File: src/rtl/ddr_arb_pkg.sv
// ddr_arb_pkg: shared widths, op-bit index, tag layout and return FSM states for ddr_req_arbiter
package ddr_arb_pkg;
  localparam int ADDR_W = 26;
  localparam int READ_BIT = 28;
  typedef struct packed {
    logic isDc;
    logic [3:0] dest;
  } tagT;
  typedef enum logic {
    RET_IDLE = 1'b0,
    RET_BEAT = 1'b1
  } retStateT;
endpackage

File: src/rtl/arb_tag_fifo.sv
// arb_tag_fifo: FWFT tag FIFO of outstanding reads; push and pop may coincide even when full
module arb_tag_fifo
  import ddr_arb_pkg::*;
#(
  parameter int DEPTH = 32
) (
  input  logic clock,
  input  logic resetB,
  input  logic push,
  input  logic pop,
  input  tagT  din,
  output tagT  dout,
  output logic full,
  output logic empty
);
  localparam int AW = $clog2(DEPTH);
  tagT mem [DEPTH];
  logic [AW-1:0] wrPtr, rdPtr;
  logic [AW:0] count;
  logic doPush, doPop;
  assign doPop = pop & ~empty;
  assign doPush = push & (~full | doPop);
  assign full = count == (AW+1)'(DEPTH);
  assign empty = count == '0;
  assign dout = mem[rdPtr];
  always_ff @(posedge clock or negedge resetB) begin
    if (!resetB) begin
      wrPtr <= '0;
      rdPtr <= '0;
      count <= '0;
    end else begin
      if (doPush) wrPtr <= wrPtr + 1'b1;
      if (doPop) rdPtr <= rdPtr + 1'b1;
      count <= count + {{AW{1'b0}}, doPush} - {{AW{1'b0}}, doPop};
    end
  end
  always_ff @(posedge clock) begin
    if (doPush) mem[wrPtr] <= din;
  end
endmodule

File: src/rtl/ddr_req_arbiter.sv
// ddr_req_arbiter: arbitrates ring ops and display reads onto the DDR AF/WB port and routes RB data back.
// Define ARB_STATS_EN to build the grant/stall statistics counters.
module ddr_req_arbiter
  import ddr_arb_pkg::*;
#(
  parameter int DC_MAX_WAIT = 16,
  parameter int TAG_DEPTH = 32
) (
  input  logic              clock,
  input  logic              resetB,
  input  logic              memOpQempty,
  input  logic [3:0]        memOpDest,
  input  logic [31:0]       memOpData,
  output logic              rdMemOp,
  input  logic              writeDataQempty,
  input  logic [127:0]      writeDataIn,
  output logic              rdWriteData,
  input  logic              dcReq,
  input  logic [ADDR_W-1:0] dcAddr,
  output logic              dcAck,
  input  logic              afFull,
  input  logic              wbFull,
  output logic              wrAF,
  output logic [ADDR_W-1:0] afAddress,
  output logic              afRead,
  output logic              wrWB,
  output logic [127:0]      writeData,
  input  logic              rbEmpty,
  input  logic [127:0]      readData,
  output logic              rdRB,
  output logic [31:0]       RDreturn,
  output logic [3:0]        RDdest,
  output logic [127:0]      RDtoDC,
  output logic              wrRDtoDC,
  output logic [15:0]       statRing,
  output logic [15:0]       statDC,
  output logic [15:0]       statStall
);
  localparam int WW = $clog2(DC_MAX_WAIT);
  tagT tagIn, tagOut;
  retStateT state, stateNext;
  logic [WW-1:0] waitCnt;
  logic [1:0] beatCnt;
  logic [127:0] retData;
  logic tagPush, tagPop, tagFull, tagEmpty, tagOk, opRead;
  logic ringRdElig, ringWrElig, ringElig, dcElig, dcForce;
  logic grantDc, grantRing, grantWr, unusedBits;

  assign opRead = memOpData[READ_BIT];
  assign unusedBits = ^{memOpData[31:READ_BIT+1], memOpData[READ_BIT-1:ADDR_W]};
  // a tag freed by this cycle's RB pop is immediately reusable
  assign tagOk = ~tagFull | tagPop;
  assign ringRdElig = ~memOpQempty & opRead & tagOk & ~afFull;
  assign ringWrElig = ~memOpQempty & ~opRead & ~writeDataQempty & ~wbFull & ~afFull;
  assign ringElig = ringRdElig | ringWrElig;
  assign dcElig = dcReq & tagOk & ~afFull;
  assign dcForce = waitCnt == WW'(DC_MAX_WAIT - 1);
  assign grantDc = dcElig & (dcForce | ~ringElig);
  assign grantRing = ringElig & ~grantDc;
  assign grantWr = grantRing & ~opRead;
  assign rdMemOp = grantRing;
  assign rdWriteData = grantWr;
  assign dcAck = grantDc;
  assign tagPush = grantDc | (grantRing & opRead);
  assign tagIn = '{isDc: grantDc, dest: grantDc ? 4'd0 : memOpDest};
  assign rdRB = tagPop;

  arb_tag_fifo #(.DEPTH(TAG_DEPTH)) tagFifo (
    .clock(clock),
    .resetB(resetB),
    .push(tagPush),
    .pop(tagPop),
    .din(tagIn),
    .dout(tagOut),
    .full(tagFull),
    .empty(tagEmpty)
  );

  always_ff @(posedge clock or negedge resetB) begin
    if (!resetB) waitCnt <= '0;
    else if (!dcReq || grantDc) waitCnt <= '0;
    else if (dcElig && !dcForce) waitCnt <= waitCnt + 1'b1;
  end

  always_ff @(posedge clock or negedge resetB) begin
    if (!resetB) begin
      wrAF <= 1'b0;
      wrWB <= 1'b0;
      afAddress <= '0;
      afRead <= 1'b0;
      writeData <= '0;
    end else begin
      wrAF <= grantRing | grantDc;
      wrWB <= grantWr;
      if (grantRing || grantDc) begin
        afAddress <= grantDc ? dcAddr : memOpData[ADDR_W-1:0];
        afRead <= ~grantWr;
      end
      if (grantWr) writeData <= writeDataIn;
    end
  end

  always_comb begin
    tagPop = state == RET_IDLE && !rbEmpty && !tagEmpty;
    stateNext = state == RET_IDLE ? (tagPop && !tagOut.isDc ? RET_BEAT : RET_IDLE)
                                  : (beatCnt == 2'd3 ? RET_IDLE : RET_BEAT);
  end

  always_ff @(posedge clock or negedge resetB) begin
    if (!resetB) state <= RET_IDLE;
    else state <= stateNext;
  end

  // beat 0 leaves straight from the pop; RDdest holds through the burst
  always_ff @(posedge clock or negedge resetB) begin
    if (!resetB) begin
      retData <= '0;
      beatCnt <= '0;
      RDreturn <= '0;
      RDdest <= '0;
      RDtoDC <= '0;
      wrRDtoDC <= 1'b0;
    end else if (tagPop) begin
      retData <= readData;
      beatCnt <= 2'd1;
      RDreturn <= tagOut.isDc ? 32'h0 : readData[31:0];
      RDdest <= tagOut.isDc ? 4'd0 : tagOut.dest;
      wrRDtoDC <= tagOut.isDc;
      if (tagOut.isDc) RDtoDC <= readData;
    end else if (state == RET_BEAT) begin
      RDreturn <= retData[{beatCnt, 5'b0} +: 32];
      beatCnt <= beatCnt + 1'b1;
      wrRDtoDC <= 1'b0;
    end else begin
      RDreturn <= '0;
      RDdest <= '0;
      wrRDtoDC <= 1'b0;
    end
  end

`ifdef ARB_STATS_EN
  logic stall;
  assign stall = (~memOpQempty & opRead & (afFull | ~tagOk))
               | (~memOpQempty & ~opRead & ~writeDataQempty & (afFull | wbFull))
               | (dcReq & (afFull | ~tagOk));
  always_ff @(posedge clock or negedge resetB) begin
    if (!resetB) begin
      statRing <= '0;
      statDC <= '0;
      statStall <= '0;
    end else begin
      statRing <= statRing + {15'b0, grantRing & ~&statRing};
      statDC <= statDC + {15'b0, grantDc & ~&statDC};
      statStall <= statStall + {15'b0, stall & ~&statStall};
    end
  end
`else
  assign statRing = 16'h0;
  assign statDC = 16'h0;
  assign statStall = 16'h0;
`endif
endmodule
File: config.mk
export PLATFORM = sky130hd
export DESIGN_NAME = ddr_req_arbiter
export DESIGN_NICKNAME = d
export VERILOG_FILES = /design/src/rtl/ddr_arb_pkg.sv /design/src/rtl/arb_tag_fifo.sv /design/src/rtl/ddr_req_arbiter.sv
export SDC_FILE = /design/constraint.sdc
export NUM_CORES = 1
export LEC_CHECK = 0
export ABC_AREA = 0
export CAP_MARGIN = 20
export CORE_AREA = 2 2 274 276
export DETAILED_ROUTE_END_ITERATION = 7
export DIE_AREA = 0 0 276 278
export GPL_TIMING_DRIVEN = 1
export PLACE_DENSITY = 0.69
export SYNTH_ARGS = -nofsm -noshare
export SYNTH_HDL_FRONTEND = slang
export SYNTH_SLANG_ARGS = --single-unit
File: constraint.sdc
create_clock -name clock -period 5.2 [get_ports clock]
set_clock_uncertainty 0.2 [all_clocks]
set_input_delay 0.52 -clock clock [delete_from_list [all_inputs] [get_ports clock]]
set_output_delay 0.52 -clock clock [all_outputs]
set_load 0.01 [all_outputs]
# ---- Word-level counts from Yosys, hierarchy flattened
# Memory sizes are Yosys's and may differ from the RTL's.
# Cells that the tools add are included.
dict set report word_totals {
  ff_bits 473
  latchBits 0
  ramBits 160
  mem_bits_ro 0
  in_bits 326
  output_inout_bits 374
  mem_count 1
}
# name depth word_bits rd rd_clocked_by_memory_dff write_ports line_no
set memory_table {}
lappend memory_table {tagFifo.mem 32 5 1 0 1 arb_tag_fifo.sv:17} ;# tagT mem [DEPTH];
dict set report op_classes {
  n_addsub 6
  mul 0
  n_div 0
  n_lt_le_gt_ge 0
  eq_ne 4
  n_shift 1
  muxes 18
  bitwise_logic 32
  reduce_logical 15
}
# op n
set op_table {}
lappend op_table {{indexed part select 128 x 8 -> 32 bit} 1}
lappend op_table {{two-way mux 32 bit} 3}
lappend op_table {{two-way mux 26 bit} 1}
lappend op_table {{two-way mux 4 bit} 6}
lappend op_table {{AND 1 bit} 15}
lappend op_table {{inverter 1 bit} 11}
lappend op_table {{adder 5 x 1 -> 5 bit (second input constant)} 2}
lappend op_table {{adder 6 x 1 -> 6 bit} 1}
lappend op_table {{== test 6 bit (second input constant)} 1}
lappend op_table {{zero test 6 bit} 1}
lappend op_table {{two-way mux 1 bit} 6}
lappend op_table {{bitwise OR 1 bit} 6}
lappend op_table {{subtractor 6 x 1 -> 6 bit} 1}
lappend op_table {{zero test 1 bit} 5}
lappend op_table {{adder 4 x 1 -> 4 bit (second input constant)} 1}
lappend op_table {{== test 4 bit (second input constant)} 1}
lappend op_table {{logical AND 1 bit} 4}
lappend op_table {{two-way mux 2 bit} 2}
lappend op_table {{nonzero test 2 bit} 2}
lappend op_table {{adder 2 x 1 -> 2 bit (second input constant)} 1}
lappend op_table {{== test 2 bit (second input constant)} 1}
lappend op_table {{logical OR 1 bit} 2}
lappend op_table {{!= test 2 x 1 -> 1 bit (second input constant)} 1}
lappend op_table {{AND reduction 2 bit} 1}

# ---- Longest topological paths before layout
# Gate-level depths: netlist of the first run.
dict set report logic_depth {
  ltp_word 17
  ltp_mapped 17
  depth_no_buf 15
}

# ---- By module
# From an unflattened synthesis of the first run, not the netlist that was laid out.
dict set report unflattened {
  hier_cells 1530
  area_unflattened_um2 26188.9
}
# mod instances cells_each area_each_um2
set modules_own_cells {}
lappend modules_own_cells {ddr_req_arbiter 1 1138 18938.2}
lappend modules_own_cells {arb_tag_fifo 1 392 7250.7}

# ---- Least setup slack after synthesis of the first run
# No wires, ideal clock.
dict set report synth_timing {
  kind {input to register}
  from {input rbEmpty}
  to {memory tagFifo.mem[0][0] (netlist name) (data pin)}
  arrival_ns 2.666
  required_ns 4.595
  setup_slack_ns 1.930
  stages 5
  path_buffers 1
  cell_sequence {or2_1 o211a_1 nor3_2 clkbuf_1 nor2b_1}
}
# item line_no
set synth_rtl {}
lappend synth_rtl {{start, declared} ddr_req_arbiter.sv:28} ;# input logic rbEmpty,
lappend synth_rtl {{end, declared} arb_tag_fifo.sv:17}

# ---- Worst setup path after layout of the first run
dict set report layout_timing {
  from {register state}
  to {output dcAck}
}
dict set report layout_between {
  elab_chain_cells 10
  word_cells_on_any_way 12
  cone_classes {bitwise: 10; reduce/logical: 2}
}
# item line_no
set layout_rtl {}
lappend layout_rtl {{start, declared} ddr_req_arbiter.sv:41} ;# retStateT state, stateNext;
lappend layout_rtl {{start signal, assigned} ddr_req_arbiter.sv:111} ;# else state <= stateNext;
lappend layout_rtl {{inverter 1 bit (*)} n/a}
lappend layout_rtl {{logical AND 1 bit (*) (2 in series)} ddr_req_arbiter.sv:104} ;# tagPop = state == RET_IDLE && !rbEmpty && !tagEmpty;
lappend layout_rtl {{bitwise OR 1 bit (*)} ddr_req_arbiter.sv:52} ;# assign tagOk = ~tagFull | tagPop;
lappend layout_rtl {{AND 1 bit (2 in series)} ddr_req_arbiter.sv:53} ;# assign ringRdElig = ~memOpQempty & opRead & tagOk & ~afFull;
lappend layout_rtl {{bitwise OR 1 bit} ddr_req_arbiter.sv:55} ;# assign ringElig = ringRdElig | ringWrElig;
lappend layout_rtl {{inverter 1 bit} ddr_req_arbiter.sv:58} ;# assign grantDc = dcElig & (dcForce | ~ringElig);
lappend layout_rtl {{bitwise OR 1 bit} ddr_req_arbiter.sv:58}
lappend layout_rtl {{AND 1 bit (*)} ddr_req_arbiter.sv:58}
lappend layout_rtl {{end, declared} ddr_req_arbiter.sv:20} ;# output logic dcAck,
# Mark *: on every way between the ends. The rest lies on a longest branch, timed or not.

==> results.md, run 1 <==
- Outcome: finished with violations
- Failing checks: design-rule violations
- FP Rows: 100
- Layout area overhead: 37.0%
- Inserted Clock Buffers: 71
- Most frequent cells in the layout: clkdlybuf4s50_1, dfrtp_1, nand2_1
- Placed cell area: around 33000 um2
- Via count: 16800
- Synth top area cells: dfrtp_1, edfxtp_1, mux2_4
- CTS tree: built
- I/O Buffers: ~650
- Max FO, Critical Path: 64
- H-Tree Level Count: 3
- Final GP Congestion: roughly 0.82
- Fraction of layout cells with a size suffix above 1: between 15 and 20%
- Initial antenna violation count: 8
- Crit end category: primary output
- CTS Buffer Depth: 3
- Root buf cell: clkbuf_16
- Finished Core Util: roughly half
- Family with the most delay on the worst path: buffers and inverters
- Max_cap viols: 0
- Tcrit/Tclk final: 74.5%
- Share of the synthesized area in the top cell type: ~46%
- Max-slew violations: 0
- PwrDens: between 500 and 600 nW/um2
- Most common cell after layout, fill and taps aside: clkdlybuf4s50_1
- Initial Util: a little over a third
- Final WL: between 70000 and 80000 um
- Gate Count Post-Synth: between 1500 and 2000
- Unique masters post-synth: between 50 and 60
- Total power draw: between 15 and 20 mW
- Mapped cell area: roughly 26000 um2
- Post-Syn Area per Cell: approximately 14 um2
- Final-stage net count: 2803
- Routed vias/inst: about 4.8
- Core area: between 70000 and 80000 um2
- Fin area: ~36000 um2
- PostCTS Resize Cnt: 0
- Leakage power: 15.2 nW
- CP Buf/Inv Count: 2
- Average routed wire per standard cell: around 21 um
- Post-synthesis compound-gate area fraction: around 3.6%
- Reg clk slew, reported paths: 0.06 ns
- Yosys reg bits: about 630
- Max stage delay cell, worst path: clkdlybuf4s50_1
- DRC Markers: ~40
- Register area share after synthesis: around 64%
- Violation count after the first detailed-route iteration: approximately 1300
- Mux contribution to synthesized area: between 15 and 20%
- CP Class: flip-flop to primary output
- Fin. Hold Viols: 0
- Clock Sinks: around 630
- Worst Path Arrival: approximately 3.2 ns
- Number of global-route vias before repair: 17800
- Post-route ant nets: 0
- Worst path max stage delay: 0.66 ns
- Ys flop type: dfrtp_1
- Die W: around 280 um
- Clk_lat worst skew: roughly 0.60 ns
- Synth async-reset ratio: between 70% and 80%
- Setup repair after global routing missed its margin: no
- Post-synth EDFFs: between 150 and 200
- Num ports: 700
- Worst path required time: around 4.5 ns
- # setup viols final: 0
- Least-Margin Pin Slew: between 1 and 1.5 ns
- Slew HR: between 30% and 40%
- Largest family of logic cells by synthesized area: multiplexers
- Adder-cell area share of the yosys netlist: less than 1%
- HPWL Detailed: roughly 53000 um
- Worst-path cell chain: or2_1 > o211a_1 > nor3_4 > buf_4 > clkdlybuf4s50_1
- Fin crit period: 3.87 ns
- Largest net degree at the start of global routing: roughly 130
- Synth area leader: dfrtp_1
- First-pass GRT wire length: 113000 um
- First-pass iteration count of the detailed router: 8
- Synth warnings: 0
- Post-Synth Simple-Gate Area: approximately 8.1%
- Peak VDD IR: 0.000246 V
- Max Freq: ~0.26 GHz
- Die height: 278 um
- Post-synthesis xor/xnor area fraction: less than 1%
- GRT Util Overall: 19.2%
- Fin Setup TNS: 0 ns
- Grt ovf: 0
- Total Die Area: 76700 um2
- Hold WC Path Type: flip-flop to flip-flop
- Startpoint type of the worst setup path: flip-flop
## metrics by stage
| step | cells | worst slack (ns) | hold WS (ns) |
|---|---|---|---|
| after floorplan | 1857 | 1.93 | 0.0244 |
| after global placement | 3355 | 1.31 | 0.252 |
| after detailed placement | 3355 | 1.31 | 0.260 |
| after CTS | 3480 | 1.26 | 0.233 |
| after global routing | 3483 | 1.08 | 0.271 |
| final | 3483 | 1.33 | 0.271 |
## path summary, 6_finish.rpt
kind	slack [ns]	cells past startpoint	endpoint	startpoint
worst max-delay path	1.33	5	dcAck	state$_DFF_PN0_
worst min-delay path	0.27	2	retData[115]$_DFFE_PN0N_	retData[115]$_DFFE_PN0N_
worst max register to register	1.44	7	RDtoDC[111]$_DFFE_PN0P_	tagFifo.rdPtr[1]$_DFFE_PN0P_
worst min register to register	0.27	2	retData[115]$_DFFE_PN0N_	retData[115]$_DFFE_PN0N_
max in group asynchronous	3.26	3	RDtoDC[47]$_DFFE_PN0P_	resetB
min in group asynchronous	0.34	2	RDdest[0]$_DFFE_PN0P_	resetB
## tightest hold or removal path: cells and delay by family, from the launching register on
family / cells / cell delay (ns)
flops: 1 / 0.34
simple gates: 2 / 0.10
## cell type report
class,count,area [um2]
Multi-Input combinational cell,1057,8610
Tap cell,969,1210
Clock buffer,99,1990
Fill cell,6355,38200
Inverter,21,81.3
Clock inverter,25,265
Sequential cell,633,16600
Antenna cell,3,7.51
Timing Repair Buffer,676,6770
## what timing repair did
item	CTS	global route
hold buffers	1	0
hold endpoints to repair	89	0
buffers inserted	0	0
## cells in the mapped netlist, types with 3 or more instances
library cell and count:
nor3b_1 3, nor2b_1 8, dfrtp_1 473, buf_4 49, and2_1 27, a22oi_1 4
a21oi_1 8, o21ai_0 10, xnor2_1 12, a21o_1 3, buf_1 10, ha_1 16
inv_1 20, a221o_1 26, mux4_2 57, clkbuf_1 52, mux2_1 10, a21boi_0 3
a32o_1 4, mux2_4 108, nand3_1 8, a22o_1 32, nand2_1 405, nand4_1 4
nand3b_1 4, mux2i_1 44, mux2_2 138, edfxtp_1 160, nor2_1 39, a41oi_1 4
buf_2 21, buf_6 14, o221ai_1 4
## layer usage
| layer | global-route usage, % | part of all wire, % |
|---|---|---|
| met5 | 0 | 0.059 |
| met4 | 6.28 | 2.3 |
| met1 | 25.1 | 42 |
| met2 | 31.8 | 49 |
| met3 | 4.29 | 6.4 |
## registers in the layout, indices dropped and copies added, names as in the netlist
signal         count
writeData        128
tagFifo.count      6
state              1
tagFifo.rdPtr      5
wrWB               1
RDreturn          32
retData          128
afAddress         26
beatCnt            2
wrAF               1
afRead             1
RDtoDC           128
tagFifo.mem      160
tagFifo.wrPtr      5
waitCnt            4
wrRDtoDC           1
RDdest             4
## power breakdown
part | internal (mW) | switching, mW | total (mW)
logic | 4.24 | 3.14 | 7.38
clock network | 2.84 | 2.01 | 4.85
registers | 6.66 | 1.07 | 7.73
total | 13.7 | 6.23 | 20.0
## logic make-up after synthesis
group | Yosys count
xor gates and xnor gates | 14
DFF | 633
other | 1
muxes | 357
and+or+nand+nor | 511
adders and majority gates | 17
buffers and inverters | 167
AOI/OAI and AO/OA | 110
Note: power is estimated with default switching activity, not from simulation.
==> run 2: changes to the inputs <==
==> constraint.sdc (replaced) <==
create_clock -name clock -period 3.7 [get_ports clock]
set_clock_uncertainty 0.2 [all_clocks]
set_input_delay 0.37 -clock clock [delete_from_list [all_inputs] [get_ports clock]]
set_output_delay 0.37 -clock clock [all_outputs]
set_load 0.01 [all_outputs]
==> run 2 against run 1 <==
The run still ends with design-rule violations left. Register-to-register slack lost 0.98 ns. Sequential power grew 41%. First-iteration DRC count shrank 4.7%. Largest cell class unchanged. Final area grew 1.4%.
==> results.md, run 2 (same netlist as run 1, synthesis figures left out) <==
- Max_cap viols: 0 (unchanged)
- Routed vias/inst: 4.87 (+0.95%)
- CTS tree: built
- Root buf cell: clkbuf_16
- Number of global-route vias before repair: 18100 (+1.7%)
- Hold WC Path Type: primary input to flip-flop
- Final WL: 75200 um (+1.2%)
- Die height: 278 um (unchanged)
- Violation count after the first detailed-route iteration: 1246 (-4.7%)
- CP Class: flip-flop to primary output
- Fin crit period: between 3 and 4 ns
- Fillers: 6336 (-0.30%)
- Finished Core Util: 48.9% (+0.67 points)
- I/O Buffers: 646 (unchanged)
- Largest reg by FF count: tagFifo.mem
- Average routed wire per standard cell: 21.4 um (+0.17%)
- Fin Setup TNS: 0 ns (unchanged)
- Fraction of layout cells with a size suffix above 1: 19.5% (+1.5 points)
- HPWL Detailed: 54600 um (+3.1%)
- Post-route ant nets: 0 (unchanged)
- Inserted Clock Buffers: 70 (-1.4%)
- GRT Util Overall: 19.4% (+0.24 points)
- Num ports: 700 (unchanged)
- First-pass GRT wire length: 115000 um (+1.7%)
- Startpoint type of the worst setup path: flip-flop
- PwrDens: 794 nW/um2 (+41%)
- First-pass iteration count of the detailed router: 8 (unchanged)
- Crit end category: primary output
- Grt ovf: 0 (unchanged)
- Failing checks: design-rule violations
- Tcrit/Tclk final: 93.8%
- Setup repair after global routing missed its margin: no
- Die W: 276 um (unchanged)
- Slew HR: 32.7% (+1.7 points)
- Reg clk slew, reported paths: 0.06 ns (about the same)
- H-Tree Level Count: 3 (unchanged)
- Final-stage net count: 2834 (+1.1%)
- Total Die Area: 76700 um2 (unchanged)
- Initial Util: 35.2% (unchanged)
- Largest register FFs: 160 (unchanged)
- Outcome: finished with violations
- Core area: 73800 um2 (unchanged)
- Via count: 17100 (+2.0%)
- Clock Sinks: 633 (unchanged)
- Fin. Hold Viols: 0 (unchanged)
- Final GP Congestion: 0.868 (+5.3%)
- Largest net degree at the start of global routing: 134 (+2.3%)
- DRC Markers: 39 (-4.9%)
- # setup viols final: 0 (unchanged)
- Peak VDD IR: 0.000307 V (+25%)
- Total power draw: 28.6 mW (+43%)
- FP Rows: 100 (unchanged)
- Leakage power: 15.5 nW (+1.8%)
- Worst path required time: 3.13 ns (-1.35 ns)
- Smallest hold slack: 0.0984 ns (-0.172 ns)
- Worst Path Arrival: 2.90 ns (-0.25 ns)
- Area of the multi-input gates: 8620 um2 (+0.13%)
- Max-slew violations: 0 (unchanged)
- # Post-CTS Setup Buffers: 0 (unchanged)
- Initial antenna violation count: 8 (unchanged)
- CTS Buffer Depth: 3 (unchanged)
- Reg area: 16600 um2 (unchanged)
- Most common cell after layout, fill and taps aside: clkdlybuf4s50_1
- Clk_lat worst skew: 0.64 ns (+0.04 ns)
- Most frequent cells in the layout: clkdlybuf4s50_1, dfrtp_1, nand2_1
- Layout area overhead: 38.9%
- Max Freq: approximately 0.29 GHz
- Least-Margin Pin Slew: 1.01 ns (-0.0250 ns)
- Max FO, Critical Path: 58 (-9.4%)
-- run 2: worst paths after layout --
check | startpoint | to | slack [ns] | cells past startpoint
setup / recovery | tagFifo.count[3]$_DFF_PN0_ | rdRB | 0.23 | 7
hold / removal | readData[97] | retData[97]$_DFFE_PN0N_ | 0.1 | 3
setup reg to reg | tagFifo.rdPtr[1]$_DFFE_PN0P_ | RDtoDC[41]$_DFFE_PN0P_ | 0.46 | 7
hold reg to reg | retData[84]$_DFFE_PN0N_ | retData[84]$_DFFE_PN0N_ | 0.27 | 2
max in group asynchronous | resetB | retData[21]$_DFFE_PN0N_ | 2.22 | 4
min in group asynchronous | resetB | RDtoDC[64]$_DFFE_PN0P_ | 0.13 | 2
-- run 2: cell type report --
cell class	count	area share, %
sequential	633	46.1
timing repair buffer	708	19.7
inverter	21	0.225
multi-input combinational	1057	23.9
clock inverter	34	1.24
tap	969	3.36
clock buffer	95	5.47
antenna	1	0.00693
-- run 2: critical path, stage by stage (launching register included) --
cell	delay (ns)
dfrtp_1	0.39
inv_1	0.09
ha_1	0.14
nor3b_2	0.30
a21o_4	0.19
buf_4	0.53
inv_1	0.14
clkdlybuf4s50_1	0.51
-- run 2: routing by layer --
metal	track usage (%)	vias up	part of all wire, %
li1	-	7634	-
met1	25.6	8822	43
met2	32.4	568	49
met3	4.16	114	6.0
met4	5.77	8	2.2
met5	0	-	0.069
-- run 2: repair_timing --
| item | in CTS | in global routing |
|---|---|---|
| resized for setup | 1 | 1 |
| hold buffers | 1 | 0 |
| gates cloned | 0 | 0 |
| hold endpoints to repair | 60 | 0 |
| endpoints found under the setup margin | 2 | 1 |
-- run 2: through the flow --
stage | cell area, um2 | worst slack (ns) | instances
3_3_place_gp | 33600 | 0.378 | 3387
2_1_floorplan | 26200 | 0.450 | 1857
3_5_place_dp | 33600 | 0.370 | 3387
5_1_grt | 36100 | 0.0428 | 3518
4_1_cts | 36100 | 0.0685 | 3517
6_report | 36100 | 0.228 | 3518
-- run 2: power breakdown --
part           total (mW)  internal (mW)  switching [mW]
combinational        10.6           6.08            4.50
sequential           10.9           9.36            1.52
clock                7.18           4.18            3.00
